[config.mk]
export PLATFORM = sky130hd
export DESIGN_NAME = id_ex_pipe_reg
export DESIGN_NICKNAME = d
export VERILOG_FILES = /design/src/rtl/id_ex_pipe_reg.sv
export SDC_FILE = /design/constraint.sdc
export NUM_CORES = 1
export LEC_CHECK = 0
export ABC_AREA = 1
export CORE_AREA = 2 2 172 174
export CTS_BUF_LIST = sky130_fd_sc_hd__clkbuf_16
export DETAILED_ROUTE_END_ITERATION = 7
export DIE_AREA = 0 0 174 176
export HOLD_SLACK_MARGIN = 0.06
export PLACE_DENSITY = 0.74
export SETUP_SLACK_MARGIN = 0.05
export SYNTH_ARGS = -nofsm -noshare
export SYNTH_HDL_FRONTEND = slang
export SYNTH_SLANG_ARGS = --single-unit
[constraint.sdc]
create_clock -name clk -period 1.8 [get_ports clk]
set_input_delay 0.27 -clock clk [delete_from_list [all_inputs] [get_ports clk]]
set_output_delay 0.27 -clock clk [all_outputs]
set_load 0.01 [all_outputs]
[src/rtl/id_ex_pipe_reg.sv]
// ID/EX pipeline register with hold, bubble and flush, plus a saturating bubble counter.
// Optional macro ID_EX_WB_REFRESH_EN: refresh held operands from write-back during hold.
module id_ex_pipe_reg #(
  parameter int unsigned DATA_W = 32,
  parameter int unsigned CTRL_W = 16,
  parameter int unsigned CNT_W  = 16
) (
  input  logic              clk,
  input  logic              reset,
  input  logic              hold,
  input  logic              bubble,
  input  logic              flush,
  input  logic              valid_d,
  input  logic [DATA_W-1:0] pc_d,
  input  logic [DATA_W-1:0] instr_d,
  input  logic [DATA_W-1:0] rs_data_d,
  input  logic [DATA_W-1:0] rt_data_d,
  input  logic [DATA_W-1:0] ext_d,
  input  logic [4:0]        rs_d,
  input  logic [4:0]        rt_d,
  input  logic [4:0]        rd_d,
  input  logic [CTRL_W-1:0] ctrl_d,
  input  logic              wb_we,
  input  logic [4:0]        wb_addr,
  input  logic [DATA_W-1:0] wb_data,
  output logic              valid_e,
  output logic [DATA_W-1:0] pc_e,
  output logic [DATA_W-1:0] instr_e,
  output logic [DATA_W-1:0] rs_data_e,
  output logic [DATA_W-1:0] rt_data_e,
  output logic [DATA_W-1:0] ext_e,
  output logic [4:0]        rs_e,
  output logic [4:0]        rt_e,
  output logic [4:0]        rd_e,
  output logic [CTRL_W-1:0] ctrl_e,
  output logic [CNT_W-1:0]  bubble_cnt
);

  typedef struct packed {
    logic              valid;
    logic [DATA_W-1:0] pc;
    logic [DATA_W-1:0] instr;
    logic [DATA_W-1:0] rs_data;
    logic [DATA_W-1:0] rt_data;
    logic [DATA_W-1:0] ext;
    logic [4:0]        rs;
    logic [4:0]        rt;
    logic [4:0]        rd;
    logic [CTRL_W-1:0] ctrl;
  } stage_t;

  typedef enum logic [1:0] {
    ActLoad,
    ActBubble,
    ActHold,
    ActFlush
  } action_e;

  action_e          action;
  stage_t           stage_q, stage_d, id_stage;
  logic [CNT_W-1:0] bubble_cnt_q, bubble_cnt_d;
  logic             cnt_full;

  always_comb begin
    id_stage         = '0;
    id_stage.valid   = valid_d;
    id_stage.pc      = pc_d;
    id_stage.instr   = instr_d;
    id_stage.rs_data = rs_data_d;
    id_stage.rt_data = rt_data_d;
    id_stage.ext     = ext_d;
    id_stage.rs      = rs_d;
    id_stage.rt      = rt_d;
    id_stage.rd      = rd_d;
    id_stage.ctrl    = ctrl_d;
  end

  // Flush beats hold so a killed instruction cannot linger; hold masks a concurrent bubble.
  always_comb begin
    action = ActLoad;
    if (flush) begin
      action = ActFlush;
    end else if (hold) begin
      action = ActHold;
    end else if (bubble) begin
      action = ActBubble;
    end
  end

  assign cnt_full = (bubble_cnt_q == {CNT_W{1'b1}});

`ifdef ID_EX_WB_REFRESH_EN
  logic rs_hit, rt_hit;

  assign rs_hit = wb_we && (wb_addr != 5'd0) && (wb_addr == stage_q.rs);
  assign rt_hit = wb_we && (wb_addr != 5'd0) && (wb_addr == stage_q.rt);
`else
  logic unused_wb;

  assign unused_wb = ^{wb_we, wb_addr, wb_data};
`endif

  // The NOP state is all-zero, which also clears ctrl so no downstream enable fires.
  always_comb begin
    stage_d      = stage_q;
    bubble_cnt_d = bubble_cnt_q;
    unique case (action)
      ActFlush: begin
        stage_d = '0;
      end
      ActHold: begin
`ifdef ID_EX_WB_REFRESH_EN
        if (rs_hit) begin
          stage_d.rs_data = wb_data;
        end
        if (rt_hit) begin
          stage_d.rt_data = wb_data;
        end
`endif
      end
      ActBubble: begin
        stage_d = '0;
        if (!cnt_full) begin
          bubble_cnt_d = bubble_cnt_q + CNT_W'(1);
        end
      end
      ActLoad: begin
        stage_d = id_stage;
      end
      default: begin
        stage_d = '0;
      end
    endcase
  end

  always_ff @(posedge clk) begin
    if (reset) begin
      stage_q      <= '0;
      bubble_cnt_q <= '0;
    end else begin
      stage_q      <= stage_d;
      bubble_cnt_q <= bubble_cnt_d;
    end
  end

  assign valid_e    = stage_q.valid;
  assign pc_e       = stage_q.pc;
  assign instr_e    = stage_q.instr;
  assign rs_data_e  = stage_q.rs_data;
  assign rt_data_e  = stage_q.rt_data;
  assign ext_e      = stage_q.ext;
  assign rs_e       = stage_q.rs;
  assign rt_e       = stage_q.rt;
  assign rd_e       = stage_q.rd;
  assign ctrl_e     = stage_q.ctrl;
  assign bubble_cnt = bubble_cnt_q;

endmodule

==> results of run 1 <==
-- state kept, by name, summed over array words and instances, names as in the netlist --
name	flops
bubble_cnt	16
ctrl_e	16
ext_e	32
instr_e	32
pc_e	32
rd_e	5
rs_data_e	32
rs_e	5
rt_data_e	32
rt_e	5
valid_e	1
-- power by group through the flow --
| stage | sequential (W) | clock [W] | combinational (W) |
|---|---|---|---|
| 3_3_place_gp | 0.00483 | 0 | 0.00141 |
| 6_report | 0.00474 | 0.00483 | 0.00142 |
| 5_1_grt | 0.00474 | 0.00513 | 0.00151 |
| 2_1_floorplan | 0.00488 | 0 | 0.000486 |
| 3_5_place_dp | 0.00484 | 0 | 0.00142 |
| 4_1_cts | 0.00474 | 0.00494 | 0.00142 |
-- stage by stage --
step	std cells	hold slack, ns	util	setup WS, ns	area, sq um
6_report	1808	0.240	0.489	0.104	14000
5_1_grt	1808	0.273	0.489	0.0504	14000
4_1_cts	1807	0.245	0.488	0.0558	13900
3_5_place_dp	1765	0.472	0.462	-0.0712	13200
3_3_place_gp	1765	0.467	0.462	-0.0105	13200
2_1_floorplan	1047	0.435	-	0.398	8500
-- cell usage in the layout, fill, tap and decap left out, types with 2 or more instances in the layout --
master	Yosys	layout
sky130_fd_sc_hd__clkinv_1	0	6
sky130_fd_sc_hd__nor2_1	39	39
sky130_fd_sc_hd__buf_12	0	23
sky130_fd_sc_hd__nand4_1	192	192
sky130_fd_sc_hd__inv_1	12	16
sky130_fd_sc_hd__clkdlybuf4s50_1	0	371
sky130_fd_sc_hd__nor2_4	4	4
sky130_fd_sc_hd__nand2_1	38	37
sky130_fd_sc_hd__nor2_2	2	2
sky130_fd_sc_hd__nand3_1	208	208
sky130_fd_sc_hd__buf_6	2	2
sky130_fd_sc_hd__a21oi_1	203	203
sky130_fd_sc_hd__inv_6	0	3
sky130_fd_sc_hd__nand3_2	4	4
sky130_fd_sc_hd__dfxtp_1	208	208
sky130_fd_sc_hd__bufinv_16	0	3
sky130_fd_sc_hd__clkbuf_16	0	25
sky130_fd_sc_hd__buf_4	1	36
sky130_fd_sc_hd__dlymetal6s2s_1	0	7
sky130_fd_sc_hd__dlygate4sd2_1	0	24
sky130_fd_sc_hd__clkinv_2	0	3
-- layout make-up --
class / instances / area share
clock buffer: 25 / 0.0448
inverter: 16 / 0.00537
timing repair buffer: 463 / 0.341
multi-input combinational: 695 / 0.266
sequential: 208 / 0.298
clock inverter: 17 / 0.0108
tap: 384 / 0.0344
-- what timing repair did --
item	in CTS	in global routing
pin swaps	0	1
endpoints found under the setup margin	24	8
cloned	0	1
hold buffers	0	0
resized for setup	24	7
-- per-layer routing --
metal,track usage,vias up,part of all wire
met5,0,-,0
met4,0.0749,0,0.034
met3,0.0644,61,0.11
met2,0.315,492,0.47
met1,0.231,4621,0.39
li1,-,4572,-
-- how the worst max path moves through the flow --
| stage | cells past startpoint | endpoint | slack (ns) | startpoint |
|---|---|---|---|---|
| after floorplan | 7 | bubble_cnt[15] | 0.40 | bubble_cnt[0] |
| after global placement | 9 | bubble_cnt[1] | -0.01 | flush |
| after detailed placement | 9 | bubble_cnt[0] | -0.07 | flush |
| after CTS | 1 | ctrl_e[7] | 0.06 | ctrl_e[7] |
| after global routing | 1 | ext_e[11] | 0.05 | ext_e[11] |
| final | 1 | rs_data_e[25] | 0.10 | rs_data_e[25] |
-- cell families (layout without fill, tap and decap cells) --
group                      Yosys count  count (layout)
and+or+nand+nor                    489             490
AOI/OAI and AO/OA                  204             204
adders and majority gates            1               1
DFF                                208             208
buffers and inverters              145             521
==> impl_summary.log, run 1 <==
INFO  metric outcome = complete, no violations
INFO  metric combinationalPowerShare = 0.129
INFO  metric post_synth_simple_gate_area = 0.313
INFO  metric synth_enable_flop_cells = 0
INFO  metric cts_buffers = 24
INFO  metric timing.final.hold_violations = 0
INFO  metric initialDrtViolationCount = 704
INFO  metric synth_async_sr_flop_share = 0
INFO  metric rr_endpoint = bubble_cnt[15]
INFO  metric worstPathRequired = 1.53 ns
INFO  metric worst_r2r_path_depth = 6
INFO  metric clockRootBuffer = sky130_fd_sc_hd__clkbuf_16
INFO  metric synthesis.area_per_instance = 8.12 sq um
INFO  metric grt-ovfl-total = 0
INFO  metric critPathLaunchType = register
INFO  metric rsz0062_at_grt = false
INFO  metric layout-area-overhead-vs-synth = 64.4%
INFO  metric dr.pass1.iters = 5
INFO  metric p_int = ~0.0083 W
INFO  metric register_area = around 0.0042 sq mm
INFO  metric insertion_delay = 0.51 ns
INFO  metric vdd.ir_drop.worst = 598 uV
INFO  metric cts.htree.levels = 1
INFO  metric vias = 9,746
INFO  metric static-leakage-power = 4.90 nW
INFO  metric ys_top_cells_by_count = 208 x sky130_fd_sc_hd__dfxtp_1, 208 x sky130_fd_sc_hd__nand3_1, 203 x sky130_fd_sc_hd__a21oi_1, 192 x sky130_fd_sc_hd__nand4_1, 64 x sky130_fd_sc_hd__buf_2
INFO  metric initial_utilization = 0.298
INFO  metric route.detailed.vias_per_inst = around 5.4
INFO  metric horizontal_die_dimension = 174 um
INFO  metric post_synthesis_instance_total = 1,047
INFO  metric final.period_utilization = 0.942
INFO  metric yosys_register_bits = roughly 210
INFO  metric hold_path_class = in -> reg
INFO  metric r2r_slack = about 0.18 ns
INFO  metric normalized_max_slew_margin = 0.669
INFO  metric worst_hold_path.endpoint = pc_e[20]
INFO  metric dp_hpwl = about 21 mm
INFO  metric launch_instance_of_the_worst_min_delay_path = reset
INFO  metric critical_path.reg2reg.startpoint = bubble_cnt[0]
INFO  metric cp-end-kind = output port
INFO  metric route.antenna.remaining_nets = 0
INFO  metric yosysSeqAreaShare = 0.490
INFO  metric max_stage_delay = 0.58 ns
INFO  metric timing_worst_setup_path_type = reg -> out
INFO  metric power.clock.fraction = 0.440
INFO  metric adder_cell_share_of_the_synthesized_area = 0.00147
INFO  metric main_synth_ff_type = sky130_fd_sc_hd__dfxtp_1
INFO  metric cp.buffers_inverters = 1
INFO  metric grt_max_degree = 101
INFO  metric power = 0.0110 W
INFO  metric final_nets = 1,644
INFO  metric cts.sink_count = 208
INFO  metric wirelength = 31.8 mm
INFO  metric fin_skew = 0.00327 ns
INFO  metric p_per_cell_area = 786 mW/mm^2
INFO  metric track_usage = 0.191
INFO  metric post_route_cells_drive_above_1_share = 0.0779
INFO  metric switching_share = 0.240
INFO  metric footprint_of_the_multi_input_gates = 0.00371 sq mm
INFO  metric synth_compound_gate_area_share = 0.120
INFO  metric critPathSlowestCell = sky130_fd_sc_hd__clkdlybuf4s50_1
INFO  metric fillers = 2,695
INFO  metric antenna_found_initial = 0
INFO  metric netlist-cell-type-count = 20
INFO  metric postCtsSetupBuffers = 0
INFO  metric io_pins = 443
INFO  metric crit_chain = clkdlybuf4s50_1
INFO  metric setup-tns-final = 0 ns
INFO  metric design.die.area = 0.0306 sq mm
INFO  metric portBuffers = around 400
INFO  metric period_minus_slack = 1.70 ns
INFO  metric endpoints_failing_setup = 0
INFO  metric max_cap_violations = 0
INFO  metric cts_buffer_depth = 3
INFO  metric maxClockFrequency = 590 MHz
INFO  metric die_height = roughly 180 um
INFO  metric avgRoutedWirePerCell = approximately 18 um
INFO  metric synth_nets = 1,283
INFO  metric synth_top_cells_by_area = sky130_fd_sc_hd__dfxtp_1 49%, sky130_fd_sc_hd__nand4_1 14%, sky130_fd_sc_hd__nand3_1 12%, sky130_fd_sc_hd__a21oi_1 12%, sky130_fd_sc_hd__buf_2 3.8%
INFO  metric grt_pass1_vias = about 9,200
INFO  metric worstMarginPinSlew = 0.497 ns
INFO  metric tritoncts = built
INFO  metric drc_errors = 0
INFO  metric critPathTopFamily = buffers and inverters
INFO  metric place_congestion = approximately 0.82
INFO  metric crit_fanout = 2
INFO  metric clk_transition_reported_paths = 0.06 ns
INFO  metric worstPathArrival = ~1.4 ns
INFO  metric finalMaxSlewViolations = 0
INFO  metric muxShareOfSynthArea = 0
INFO  metric core_area = ~0.029 sq mm
INFO  metric dominant_combinational_cell_family_by_area_after_synthesis = simple AND/OR/NAND/NOR gates
INFO  metric hold_path_depth = 3
INFO  metric xor_xnor_share_of_the_synthesized_area = 0
INFO  metric synthesis.area = 0.00850 sq mm
INFO  metric post-synth-top-area-fraction = 0.490
INFO  metric power_frac_seq = 0.431
INFO  metric net-switching-power = 0.00264 W
INFO  metric yosysWarnings = 0
INFO  metric diodes = 0
INFO  metric number_of_core_rows = 62
INFO  metric first_pass_grt_wire_length = 48.7 mm
INFO  metric yosysTopAreaCell = sky130_fd_sc_hd__dfxtp_1
No activity file was read; power rests on OpenSTA's default activity.
==> inputs of run 2 (changes only) <==
--- a/config.mk
+++ b/config.mk
@@ -7,7 +7,6 @@
 export LEC_CHECK = 0
 export ABC_AREA = 1
 export CORE_AREA = 2 2 172 174
-export CTS_BUF_LIST = sky130_fd_sc_hd__clkbuf_16
 export DETAILED_ROUTE_END_ITERATION = 7
 export DIE_AREA = 0 0 174 176
 export HOLD_SLACK_MARGIN = 0.06
==> run 2 against run 1 <==
Sequential cell count unchanged. Clock-buffer cell count rose by 10. Combinational power barely moved. Wire length about the same. Die area unchanged. Sequential share of layout area fell by 0.13 points.
==> impl_summary.log, run 2 (same netlist as run 1, synthesis figures left out) <==
INFO  metric antenna_found_initial = 0 (unchanged)
INFO  metric timing.final.hold_violations = 0 (unchanged)
INFO  metric cp.buffers_inverters = 1 (unchanged)
INFO  metric critPathSlowestCell = sky130_fd_sc_hd__clkdlybuf4s50_1 (unchanged)
INFO  metric dp_hpwl = 21.4 mm (unchanged)
INFO  metric vias = 9,740 (was 9,746)
INFO  metric io_pins = 443 (unchanged)
INFO  metric period_minus_slack = 1.70 ns (about the same)
INFO  metric cts.htree.levels = 1 (unchanged)
INFO  metric max_stage_delay = 0.58 ns (about the same)
INFO  metric route.detailed.vias_per_inst = 5.39 (about the same)
INFO  metric finalMaxSlewViolations = 0 (unchanged)
INFO  metric dr.pass1.iters = 5 (unchanged)
INFO  metric rr_endpoint = bubble_cnt[15] (unchanged)
INFO  metric setup.worst_path.end = rs_data_e[25] (unchanged)
INFO  metric met1_usage = 0.231 (about the same)
INFO  metric postCtsHoldBufs = 0 (unchanged)
INFO  metric grt_pass1_vias = 9,223 (was 9,225)
INFO  metric number_of_core_rows = 62 (unchanged)
INFO  metric worst_r2r_path_depth = 6 (unchanged)
INFO  metric outcome = complete, no violations (unchanged)
INFO  metric design.die.area = 0.0306 sq mm (unchanged)
INFO  metric grt-ovfl-total = 0 (unchanged)
INFO  metric power = 0.0113 W (was 0.0110 W)
INFO  metric normalized_max_slew_margin = 0.650 (was 0.669)
INFO  metric critPathLaunchType = register (unchanged)
INFO  metric max_cap_violations = 0 (unchanged)
INFO  metric critical_path.reg2reg.startpoint = bubble_cnt[0] (unchanged)
INFO  metric crit_fanout = 2 (unchanged)
INFO  metric globalRoute.busiestLayer = met2 (unchanged)
INFO  metric mostFrequentLayoutCell = sky130_fd_sc_hd__clkdlybuf4s50_1 (unchanged)
INFO  metric worstPathRequired = 1.53 ns (about the same)
INFO  metric horizontal_die_dimension = 174 um (unchanged)
INFO  metric cts_buffer_depth = 3 (unchanged)
INFO  metric met2_resource_use_gr = 0.315 (about the same)
INFO  metric clk_transition_reported_paths = 0.06 ns (about the same)
INFO  metric core_area = 0.0285 sq mm (unchanged)
INFO  metric drc_errors = 0 (unchanged)
INFO  metric worstMarginPinSlew = 0.524 ns (was 0.497 ns)
INFO  metric layout_common_cells = 371 x sky130_fd_sc_hd__clkdlybuf4s50_1, 208 x sky130_fd_sc_hd__nand3_1, 208 x sky130_fd_sc_hd__dfxtp_1 (unchanged)
INFO  metric clockRootBuffer = sky130_fd_sc_hd__clkbuf_16 (unchanged)
INFO  metric insertion_delay = 0.51 ns (about the same)
INFO  metric wirelength = 31.8 mm (about the same)
INFO  metric cts_buffers = 24 (unchanged)
INFO  metric hold_path_class = in -> reg (unchanged)
INFO  metric first_pass_grt_wire_length = 48.7 mm (about the same)
INFO  metric route.antenna.remaining_nets = 0 (unchanged)
INFO  metric setup-tns-final = 0 ns (unchanged)
INFO  metric startpoint = rs_data_e[25] (unchanged)
INFO  metric grt.met3_usage = 0.0640 (was 0.0644)
INFO  metric maxClockFrequency = 589 MHz (was 590 MHz)
INFO  metric final_nets = 1,644 (unchanged)
INFO  metric rsz0062_at_grt = false (unchanged)
INFO  metric tritoncts = built (unchanged)
INFO  metric final.period_utilization = 0.943 (was 0.942)
INFO  metric place_congestion = 0.825 (unchanged)
INFO  metric post_route_cells_drive_above_1_share = 0.0822 (was 0.0779)
INFO  metric die_height = 176 um (unchanged)
INFO  metric vdd.ir_drop.worst = 598 uV (about the same)
INFO  metric cts.sink_count = 208 (unchanged)
INFO  metric endpoints_failing_setup = 0 (unchanged)
INFO  metric crit_chain = clkdlybuf4s50_1 (unchanged)
INFO  metric static-leakage-power = 4.91 nW (was 4.90 nW)
INFO  metric p_per_cell_area = 803 mW/mm^2 (was 786 mW/mm^2)
INFO  metric hold_path_depth = 3 (unchanged)
INFO  metric postCtsSetupBuffers = 0 (unchanged)
INFO  metric r2r_slack = 0.18 ns (about the same)
INFO  metric initialDrtViolationCount = 616 (was 704)
INFO  metric initial_utilization = 0.298 (unchanged)
INFO  metric worstPathArrival = 1.43 ns (about the same)
INFO  metric critPathTopFamily = buffers and inverters (unchanged)
INFO  metric timing.critical_path.depth = 1 (unchanged)
INFO  metric diodes = 0 (unchanged)
INFO  metric portBuffers = 404 (unchanged)
INFO  metric track_usage = 0.191 (about the same)
INFO  metric fin_skew = 0.00626 ns (was 0.00327 ns)
INFO  metric grt_max_degree = 101 (unchanged)
INFO  metric timing_worst_setup_path_type = reg -> out (unchanged)
INFO  metric layout-area-overhead-vs-synth = 65.1% (was 64.4%)
INFO  metric avgRoutedWirePerCell = 17.6 um (about the same)
INFO  metric cp-end-kind = output port (unchanged)
==> run 2: cell count changes in the layout (fill, tap and decap cells not counted), sizes merged <==
cell and delta:
clkinv -6, clkbuf +10, inv -4
==> run 2: layout make-up <==
class,instances,area (sq um)
clock buffer,35,723
clock inverter,7,114
fill,2693,14500
inverter,16,75.1
multi-input combinational,695,3710
sequential,208,4160
tap,384,480
timing repair buffer,463,4760
==> run 2: worst min-delay path by stage <==
stage / start / endpoint / slack, ns
finish: reset / pc_e[20] / 0.23
global route: reset / ctrl_e[15] / 0.27
CTS: reset / pc_e[22] / 0.24
detailed placement: rs_data_e[23] / rs_data_e[23] / 0.47
global placement: rt_data_e[2] / rt_data_e[2] / 0.47
floorplan: pc_d[13] / pc_e[13] / 0.43
==> run 2: power breakdown <==
part           switching, W  internal (W)  total [W]
Combinational      0.000677      0.000740    0.00142
Sequential        0.0000469       0.00469    0.00474
Clock               0.00192       0.00320    0.00512
Total               0.00264       0.00863     0.0113
==> run 2: metrics by stage <==
| step | instances | setup slack (ns) | util | hold WS (ns) | cell area, sq um |
|---|---|---|---|---|---|
| floorplan | 1047 | 0.398 | - | 0.435 | 8500 |
| global placement | 1765 | -0.0105 | 0.462 | 0.467 | 13200 |
| detailed placement | 1765 | -0.0712 | 0.462 | 0.472 | 13200 |
| CTS | 1807 | 0.0558 | 0.490 | 0.245 | 14000 |
| global route | 1808 | 0.0504 | 0.491 | 0.272 | 14000 |
| finish | 1808 | 0.103 | 0.491 | 0.232 | 14000 |
==> run 2: what timing repair did <==
action                                 in CTS  in global routing
endpoints found under the hold margin       0                  0
pin swaps                                   0                  1
gates cloned                                0                  1
setup endpoints to repair                  24                  8
gates resized for setup                    24                  7
==> run 2: metal layers <==
metal | vias to the layer above | part of all wire | wire [um]
met5 | - | 0 | 0
met4 | 0 | 0.034 | 1090
met3 | 61 | 0.10 | 3290
met2 | 470 | 0.47 | 15000
met1 | 4629 | 0.39 | 12500
li1 | 4580 | - | -
